## config.mk

```make
export PLATFORM = sky130hd
export DESIGN_NAME = seq_mult_hs
export DESIGN_NICKNAME = d
export VERILOG_FILES = /design/src/rtl/seq_mult_pkg.sv /design/src/rtl/seq_mult_abs.sv /design/src/rtl/seq_mult_hs.sv
export SDC_FILE = /design/constraint.sdc
export NUM_CORES = 1
export LEC_CHECK = 0
export ABC_AREA = 1
export CORE_UTILIZATION = 32
export CTS_CLUSTER_DIAMETER = 60
export DETAILED_ROUTE_END_ITERATION = 16
export HOLD_SLACK_MARGIN = 0.08
export PLACE_DENSITY = 0.59
export SLEW_MARGIN = 40
export SYNTH_ARGS = -nofsm -noshare
export SYNTH_HDL_FRONTEND = slang
export SYNTH_HIERARCHICAL = 1
export SYNTH_SLANG_ARGS = --single-unit
```

## constraint.sdc

```tcl
create_clock -name clk -period 3.5 [get_ports clk]
set_input_delay 0.7 -clock clk [delete_from_list [all_inputs] [get_ports clk]]
set_output_delay 0.7 -clock clk [all_outputs]
set_load 0.01 [all_outputs]
```

## src/rtl/seq_mult_pkg.sv

```systemverilog
// Shared types and constants for the sequential shift-add multiplier.
package seq_mult_pkg;

   localparam int DEF_WIDTH = 8;

   typedef enum logic [1:0] {
      ST_IDLE = 2'd0,
      ST_RUN  = 2'd1,
      ST_DONE = 2'd2
   } state_t;

endpackage

```

## src/rtl/seq_mult_abs.sv

```systemverilog
// Combinational magnitude and sign of a two's-complement operand.
// The magnitude is unsigned WIDTH bits, so the most negative value maps cleanly.
module seq_mult_abs #(
   parameter int WIDTH = 8
) (
   input  logic [WIDTH-1:0] x,
   output logic [WIDTH-1:0] mag,
   output logic             neg
);

   // magnitude select
   always_comb begin
      neg = x[WIDTH-1];
      if (x[WIDTH-1]) begin
         mag = ~x + {{(WIDTH-1){1'b0}}, 1'b1};
      end else begin
         mag = x;
      end
   end

endmodule

```

## src/rtl/seq_mult_hs.sv

```systemverilog
// Fixed-latency shift-add multiplier with start/busy/done handshake.
// Optional signed mode is enabled by defining SEQ_MULT_SIGNED_EN.
module seq_mult_hs
   import seq_mult_pkg::*;
#(
   parameter  int WIDTH = DEF_WIDTH,
   localparam int CNT_W = $clog2(WIDTH + 1)
) (
   input  logic               clk,
   input  logic               rst_n,
   input  logic               start,
   input  logic [WIDTH-1:0]   A,
   input  logic [WIDTH-1:0]   B,
`ifdef SEQ_MULT_SIGNED_EN
   input  logic               sign_mode,
`endif
   output logic               busy,
   output logic               done,
   output logic [2*WIDTH-1:0] C
);

   localparam logic [CNT_W-1:0] CNT_LAST = CNT_W'(WIDTH - 1);

   state_t               state_r;
   state_t               state_nx_s;
   logic                 accept_s;
   logic [2*WIDTH-1:0]   mcand_r;
   logic [WIDTH-1:0]     mult_r;
   logic [2*WIDTH-1:0]   acc_r;
   logic [CNT_W-1:0]     cnt_r;
   logic [2*WIDTH-1:0]   c_r;
   logic [2*WIDTH-1:0]   acc_sum_s;
   logic [2*WIDTH-1:0]   result_s;
   logic [WIDTH-1:0]     a_op_s;
   logic [WIDTH-1:0]     b_op_s;

`ifdef SEQ_MULT_SIGNED_EN
   logic [WIDTH-1:0]     a_mag_s;
   logic [WIDTH-1:0]     b_mag_s;
   logic                 a_neg_s;
   logic                 b_neg_s;
   logic                 neg_in_s;
   logic                 neg_r;

   seq_mult_abs #(.WIDTH(WIDTH)) u_abs_a (.x(A), .mag(a_mag_s), .neg(a_neg_s));
   seq_mult_abs #(.WIDTH(WIDTH)) u_abs_b (.x(B), .mag(b_mag_s), .neg(b_neg_s));

   // operand conditioning: multiply magnitudes, fix the sign at the end
   always_comb begin
      a_op_s   = A;
      b_op_s   = B;
      neg_in_s = 1'b0;
      if (sign_mode) begin
         a_op_s   = a_mag_s;
         b_op_s   = b_mag_s;
         neg_in_s = a_neg_s ^ b_neg_s;
      end else begin
         neg_in_s = 1'b0;
      end
   end

   assign result_s = neg_r ? (~acc_sum_s + {{(2*WIDTH-1){1'b0}}, 1'b1}) : acc_sum_s;
`else
   assign a_op_s   = A;
   assign b_op_s   = B;
   assign result_s = acc_sum_s;
`endif

   // accumulator value after the current iteration, used for the final write too
   assign acc_sum_s = acc_r + (mult_r[0] ? mcand_r : {(2*WIDTH){1'b0}});

   // next-state and accept decode
   always_comb begin
      state_nx_s = state_r;
      accept_s   = 1'b0;
      case (state_r)
         ST_IDLE: begin
            if (start) begin
               state_nx_s = ST_RUN;
               accept_s   = 1'b1;
            end else begin
               state_nx_s = ST_IDLE;
            end
         end
         ST_RUN: begin
            if (cnt_r == CNT_LAST) begin
               state_nx_s = ST_DONE;
            end else begin
               state_nx_s = ST_RUN;
            end
         end
         ST_DONE: begin
            if (start) begin
               state_nx_s = ST_RUN;
               accept_s   = 1'b1;
            end else begin
               state_nx_s = ST_IDLE;
            end
         end
         default: begin
            state_nx_s = ST_IDLE;
         end
      endcase
   end

   // state, iteration datapath and held product
   always_ff @(posedge clk or negedge rst_n) begin
      if (!rst_n) begin
         state_r <= ST_IDLE;
         mcand_r <= {(2*WIDTH){1'b0}};
         mult_r  <= {WIDTH{1'b0}};
         acc_r   <= {(2*WIDTH){1'b0}};
         cnt_r   <= {CNT_W{1'b0}};
         c_r     <= {(2*WIDTH){1'b0}};
`ifdef SEQ_MULT_SIGNED_EN
         neg_r   <= 1'b0;
`endif
      end else begin
         state_r <= state_nx_s;
         if (accept_s) begin
            mcand_r <= {{WIDTH{1'b0}}, a_op_s};
            mult_r  <= b_op_s;
            acc_r   <= {(2*WIDTH){1'b0}};
            cnt_r   <= {CNT_W{1'b0}};
`ifdef SEQ_MULT_SIGNED_EN
            neg_r   <= neg_in_s;
`endif
         end else if (state_r == ST_RUN) begin
            acc_r   <= acc_sum_s;
            mcand_r <= mcand_r << 1;
            mult_r  <= mult_r >> 1;
            cnt_r   <= cnt_r + {{(CNT_W-1){1'b0}}, 1'b1};
            if (cnt_r == CNT_LAST) begin
               c_r <= result_s;
            end
         end
      end
   end

   assign busy = (state_r == ST_RUN);
   assign done = (state_r == ST_DONE);
   assign C    = c_r;

endmodule

```

# ---- Yosys cells after proc, flatten, opt, wreduce, memory -nomap -nowiden
# Cells that the tools add are included.
dict set report word_totals {
  register_bits 62
  inputBits 19
  output_inout_bits 18
  wordCells 30
}
dict set report classes {
  addsub 2
  n_eq_ne 3
  mux 14
  bitwise 1
  reduce_logical 4
}
# operator count
set ops {}
lappend ops {{16-bit 2-to-1 mux} 5}
lappend ops {{16-bit adder} 1}
lappend ops {{8-bit 2-to-1 mux} 2}
lappend ops {{4-bit 2-to-1 mux} 2}
lappend ops {{4-bit by 1-bit adder with 4-bit output, second input constant} 1}
lappend ops {{4-bit by 3-bit == test with 1-bit output, second input constant} 1}
lappend ops {{2-bit case mux with 2 select lines} 1}
lappend ops {{1-bit 2-to-1 mux} 3}
lappend ops {{3-bit AND reduction} 1}
lappend ops {{2-bit by 1-bit == test with 1-bit output, second input constant} 1}
lappend ops {{2-bit == test, second input constant} 1}
lappend ops {{2-bit logical NOT} 1}
lappend ops {{2-bit 2-to-1 mux} 1}
lappend ops {{2-bit nonzero test} 1}
lappend ops {{2-bit OR reduction} 1}
lappend ops {{1-bit inverter} 1}

# ---- Longest topological paths before layout
# Gate-level depths: netlist of the first run.
dict set report depth {
  ltp_word 5
  ltp_mapped 14
  mapped_depth_nobuf 13
}

# ---- Worst setup path after synthesis of the first run
# No wires, ideal clock.
dict set report synth_timing {
  path_kind {flip-flop to flip-flop}
  start {register mult_r[0]}
  end {register acc_r[7]}
  setup_ps 119
  arrival_time_ps 1855
  t_required_ps 3381
  path_slack_ps 1527
  stages_incl_launch_ff 13
  path_buffers 2
  synth_period_minus_slack_ps 1973
  cell_sequence {dfrtp_1 > clkbuf_1 > clkbuf_1 > nand2_1 > inv_1 > ha_1 > nand2_1 > inv_1 > a21oi_1 > nand2_1 > or2_1 > nand3_1 > nand2_1}
}
dict set report synth_between {
  elab_chain_len 4
}
# item line
set synth_lines {}
lappend synth_lines {{from (decl)} seq_mult_hs.sv:28} ;# logic [WIDTH-1:0] mult_r;
lappend synth_lines {{from (signal assigned)} seq_mult_hs.sv:111} ;# mult_r <= {WIDTH{1'b0}};
lappend synth_lines {{from (signal assigned)} seq_mult_hs.sv:122} ;# mult_r <= b_op_s;
lappend synth_lines {{from (signal assigned)} seq_mult_hs.sv:131} ;# mult_r <= mult_r >> 1;
lappend synth_lines {{16-bit 2-to-1 mux} seq_mult_hs.sv:70} ;# assign acc_sum_s = acc_r + (mult_r[0] ? mcand_r : {(2*WIDTH){1'b0}});
lappend synth_lines {{16-bit adder} seq_mult_hs.sv:70}
lappend synth_lines {{16-bit 2-to-1 mux} seq_mult_hs.sv:128} ;# end else if (state_r == ST_RUN) begin
lappend synth_lines {{16-bit 2-to-1 mux} seq_mult_hs.sv:120} ;# if (accept_s) begin
lappend synth_lines {{to (signal assigned)} seq_mult_hs.sv:112} ;# acc_r <= {(2*WIDTH){1'b0}};
lappend synth_lines {{to (signal assigned)} seq_mult_hs.sv:123} ;# acc_r <= {(2*WIDTH){1'b0}};
lappend synth_lines {{to (signal assigned)} seq_mult_hs.sv:129} ;# acc_r <= acc_sum_s;
lappend synth_lines {{to (decl)} seq_mult_hs.sv:29} ;# logic [2*WIDTH-1:0] acc_r;
# Every way passes these cells. The select of a mux whose other input is x is not followed.
# A chain may end at the register's enable or synchronous reset.

# ---- Worst setup path after layout of the first run
dict set report layout_timing {
  start {register state_r[1]}
  end {output port busy}
}
dict set report layout_between {
  elab_chain_len 1
}
# item line
set layout_lines {}
lappend layout_lines {{from (decl)} seq_mult_hs.sv:24} ;# state_t state_r;
lappend layout_lines {{from (signal assigned)} seq_mult_hs.sv:119} ;# state_r <= state_nx_s;
lappend layout_lines {{2-bit by 1-bit == test with 1-bit output} seq_mult_hs.sv:140} ;# assign busy = (state_r == ST_RUN);
lappend layout_lines {{to (decl)} seq_mult_hs.sv:17} ;# output logic busy,
# Every way passes these cells.

==> results.md, run 1 <==
* CORE AREA at 10400 um^2
* Detailed Routing Iterations Pass 1 at 5
* Routability cong. at 0.887
* Buffers on Ports at 36
* Final worst path period share at roughly 69%
* ANT cells at 0
* CP startpoint kind: flop
* Top-count cell post-synth: nand2_1
* Power density over cell area at 883 nW/um^2
* Share of the synthesized area in the top cell type at 45.1%
* Hold crit path type: primary input to asynchronous set/reset pin
* Fin nets at 528
* Setup crit end kind: output port
* Clock root buffer: clkbuf_8
* DR vias at 2860
* CTS tree: built
* Critical path arrival at 1710 ps
* Grt total ovfl at 0
* Vias per std cell at ~4.5
* CP max FO at 18
* Area Growth Syn to Fin at 20.7%
* DRC errors left at 0
* CP Class: flop to output port
* Final Util at 40.1%
* Max VDD drop at 0.424 mV
* Slew HR at 60.9%
* Flops & latches, synth at 62
* Row count at 37
* Mapped cell area at 3440 um^2
* Antenna violations before repair at 0
* P_leak at roughly 2.2 nW
* Die Ht at 106 um
* Maximum root-to-sink buffer count at 2
* Post-Syn Area per Cell at approximately 7.6 um^2
* DR WL/cell at 12.4 um
* Hpwl dp at 5.65 mm
* Post-synth net total at 491
* Setup TNS Final at 0 ps
* Most area-hungry cell type in the Yosys netlist: dfrtp_1
* Asr flop ratio synth at 100%
* Top cells by count, synth: 173 x nand2_1, 76 x inv_1, 62 x dfrtp_1, 27 x nand3_1, 16 x ha_1
* Clock sink count at 62
* Final ANT Viol Nets at 0
* Vias in the first global route at 2917
* Seq/Total Area, Yosys at 45.1%
* DR iter-0 viols at 130
* Global Route Usage Sum at 15.5%
* FMAX at 0.414 GHz
* Max-slew violation count at 0
* # hold bufs at CTS at 0
* Final hold vios at 0
* Yosys cell types at 29
* Synth area leaders: dfrtp_1 45%, nand2_1 19%, inv_1 8.3%
* Synth Flop Type: dfrtp_1
* Clock latency on the worst-skew pair at 340 ps
* Critical path data required time at 2800 ps
* CTS clock-pin slew for the worst setup and hold paths at 70 ps
* RSZ-0062 raised after global routing: no
* First-pass GRT wire length at between 10 and 15 mm
* Die X at approximately 110 um
* Io pins at 37
* Layout cells sized above 1 at 5.24%
* Routed WL at 7.84 mm
* # resized after CTS at 0
* Register area at between 1500 and 2000 um^2
* Ys Warns at 6
* Setup violators final at 0
* Total die area at 11200 um^2
* Max Cap Viol at 0
* Status: complete, no violations
* Initial Util at 33.2%
* CTS Buf Count at 9
* Worst-margin pin slew at 587 ps
* Fill count at ~1100
* Min Tclk post-route at 2410 ps
* Largest net degree at the start of global routing at 46
* Mapped Cells at 455
* Area of the multi-input gates at 1530 um^2
* Post-CTS Setup Bufs at 0
* # H-tree levels at 3
* Clock skew at 5.61 ps
* Post-synth EDFFs at 0
[layer usage]
| metal | track usage [%] | vias to the layer above | routed length, um |
|---|---|---|---|
| met5 | 0 | - | 0 |
| met4 | 7.34 | 0 | 206 |
| met3 | 3.09 | 16 | 243 |
| met2 | 25.0 | 53 | 3520 |
| met1 | 19.7 | 1290 | 3870 |
| li1 | - | 1501 | - |
[worst paths after layout]
path,slack (ps),start,cells past startpoint,end
max,1090,state_r[1],2,busy
min,360,rst_n,1,C[14]
max reg2reg,1320,mult_r[0],11,C[15]
min reg2reg,480,C[13],2,C[13]
max in group asynchronous,2530,rst_n,2,mcand_r[10]
min in group clk,480,C[13],2,C[13]
[state kept, by name (all words and copies together), names as in the netlist]
name     count
mult_r       8
C           16
cnt_r        4
acc_r       16
mcand_r     16
state_r      2
[placed cells by master (no fill, tap or decap), drive strengths merged, types with 2 or more instances in the layout]
cell type / instances
nand3: 27
inv: 81
nand3b: 4
buf: 4
bufinv: 2
clkbuf: 10
a21oi: 8
nand2: 174
nor3: 3
o21ai: 15
or2: 5
ha: 16
clkinvlp: 2
clkdlybuf4s50: 35
dfrtp: 62
o221ai: 13
nand4: 2
nor2: 15
o22ai: 7
xor2: 4
[kinds of logic after synthesis]
logic type / share of synthesized area [%]
buffers and inverters: 10.6
xor gates and xnor gates: 1.27
adders and majority gates: 6.40
DFF: 45.1
and+or+nand+nor: 28.0
AOI/OAI and AO/OA: 8.68
[layout make-up]
class	count	area share (%)
clock buffers	10	3.31
clock inverters	5	2.02
inverters	81	7.38
multi-input cells	299	36.7
flip-flops and latches	62	37.3
well taps	136	4.09
repair buffers	39	9.15
[where the power goes]
part,leakage [nW],switching (W),internal (W)
Sequential,0.783,0.000197,0.00104
Clock,0.105,0.000298,0.000417
Combinational,1.36,0.00103,0.000691
[critical path: stages, from the launching register on]
cell,delay (ps)
dfrtp_1,440
nor2_8,330
clkdlybuf4s50_1,600
[metrics by stage]
stage          cells  setup slack, ps  total power (W)  cell area (um^2)  hold slack [ps]
2_1_floorplan    455             1530          0.00244              3440              404
3_3_place_gp     617             1370          0.00293              3930              464
3_5_place_dp     617             1330          0.00298              3940              465
4_1_cts          632             1040          0.00371              4160              377
5_1_grt          632             1020          0.00399              4160              400
6_report         632             1090          0.00367              4160              361
Note: power is estimated with default switching activity, not from simulation.
==> run 2: changes to the inputs <==
Settings changed: PLACE_DENSITY 0.59 to 0.61.
Clock period 3.5 ns to 2.1 ns, I/O delays scaled along.
==> run 2 against run 1 <==
  * Clock skew is 7.4 ps higher
  * Sequential power is 67% higher
  * Total power is 69% higher
  * Die area stayed put
  * Clock power grew 40%
  * Highest routed layer unchanged
  * Global-route usage is 0.16 points higher
  * Largest cell class is now multi-input gates
  * Final cell count is 0.79% higher
  * Combinational power rose by 83%
==> results.md, run 2 (synthesized netlist as in run 1, its figures left out) <==
* Status: complete, no violations
* CTS tree: built
* First-pass GRT wire length at 13.7 mm
* Critical path data required time at 1680 ps
* Most frequent cells in the layout: 170 x nand2_1, 76 x inv_1, 61 x dfrtp_1
* Worst path slowest cell: clkdlybuf4s50_1
* Post-CTS Setup Bufs at 0
* Slew HR at 70.2%
* Die X at 106 um
* Initial Util at 33.2%
* Routed WL at 7.97 mm
* Buffers on Ports at 36
* Final Util at 41.1%
* Clock root buffer: clkbuf_8
* DRC errors left at 0
* Power density over cell area at 1460 nW/um^2
* Critical path arrival at 1570 ps
* CP Class: flop to output port
* Crit path largest cell delay at roughly 580 ps
* CP startpoint kind: flop
* CTS clock-pin slew for the worst setup and hold paths at around 70 ps
* Worst-margin pin slew at around 450 ps
* Row count at 37
* FF-to-FF End: acc_r[8]
* Setup WS pre-CTS at 57.0 ps
* Setup violators final at 0
* R2R setup slack at 160 ps
* Worst r2r src: mult_r[0]
* Most Crowded Layer GR: met2
* CTS Buf Count at 9
* Grt total ovfl at 0
* Clock skew at approximately 13 ps
* DR iter-0 viols at 99
* Max VDD drop at slightly above 0.7 mV
* Critical Path Stages at 2
* DR WL/cell at roughly 13 um
* Layout cells sized above 1 at under 10%
* Clock latency on the worst-skew pair at 340 ps
* GR Util met3 at 3.71%
* Vias in the first global route at just under 3000
* Vias per std cell at between 4 and 5
* Largest net degree at the start of global routing at 46
* CORE AREA at 10400 um^2
* Crit-path leading delay family: buffers and inverters
* Antenna violations before repair at 0
* DR vias at around 3000
* Worst setup startpoint: state_r[1]
* P_leak at around 2.3 nW
* FMAX at 0.502 GHz
* CP Buf/Inv Count at 1
* Max Cap Viol at 0
* Crit-path cells: nor2_8, clkdlybuf4s50_1
* Io pins at 37
* Die Ht at 106 um
* Maximum root-to-sink buffer count at 2
* Max-slew violation count at 0
* Routability cong. at 0.870
* M2 GR Usage at 24.6%
* Clock sink count at 62
* Min Tclk post-route at 1990 ps
* Final ANT Viol Nets at 0
* ANT cells at 0
* CP max FO at 7
* Detailed Routing Iterations Pass 1 at 4
* Setup crit end kind: output port
* Placed Cells at 622
* Final hold vios at 0
* Min setup slack post-route at 109 ps
* Total die area at 11200 um^2
* Most common cell after layout, fill and taps aside: nand2_1
* Placed Area at 4000 um^2
* Hold crit path type: flop to flop
* Fin cells at 637
* Worst Setup EP: busy
* R2R depth at 12
* # H-tree levels at 3
* Area Growth Syn to Fin at 23.8%
* Global Route Usage Sum at 15.6%
* Design Area, Final at approximately 4300 um^2
* Final worst path period share at 94.8%
* Hpwl dp at 5.76 mm
* Met1 track demand over resource at 20.9%
* Fin nets at 534
run 2: per-stage QoR:
step / hold slack, ps / TNS, ps / power (W)
after CTS: 494 / 0 / 0.00613
final: 485 / 0 / 0.00621
after detailed placement: 400 / 0 / 0.00510
after global routing: 512 / -2.80 / 0.00680
after global placement: 393 / 0 / 0.00504
after floorplan: 124 / 0 / 0.00407
run 2: worst min-delay path by stage:
stage                     startpoint  endpoint  slack, ps  cells past startpoint
final                           C[5]      C[5]        490                      2
after global routing            C[6]      C[6]        510                      2
after CTS                      C[12]     C[12]        490                      2
after detailed placement       rst_n  cnt_r[0]        400                      1
after global placement         rst_n  cnt_r[0]        390                      1
after floorplan                rst_n      C[0]        120                      0
run 2: area by class of cell:
cell class                      instances  area, um^2
Clock inverter                          5        52.6
Inverter                               81         307
Clock buffer                            9         124
Timing Repair Buffer                   45         450
Sequential cell                        62        1550
Multi-Input combinational cell        299        1610
Tap cell                              136         170
Fill cell                            1086        6110
run 2: worst reg2reg max path, cell delays in order (launching register included):
cell and delay [ps]:
dfrtp_2 440, nand2_1 70, inv_1 40, ha_1 200
fa_2 360, nand2_1 70, nand2_1 70, and2_4 160
nand2_1 50, nand2_1 90, xor2_2 170, nand2_1 60
nand2_1 50
run 2: power by group:
group          internal [W]  switching [W]
sequential          0.00174       0.000332
clock              0.000528       0.000472
combinational       0.00133        0.00181
run 2: what timing repair did:
| item | CTS | global route |
|---|---|---|
| gates resized for setup | 0 | 17 |
| hold buffers | 1 | 0 |
| endpoints found under the hold margin | 17 | 0 |
| setup endpoints to repair | 0 | 20 |
run 2: metal layers:
layer	share of wire, %	up-vias	wire, um
met5	0	-	0
met4	1.2	0	97
met3	4.2	8	335
met2	45	63	3570
met1	50	1341	3970
li1	-	1505	-
==> run 3: changes to the inputs <==
Settings changed: SLEW_MARGIN 40 to unset.
==> results of run 3 <==
The final DEF is identical to that of run 2; final timing and power are the same.
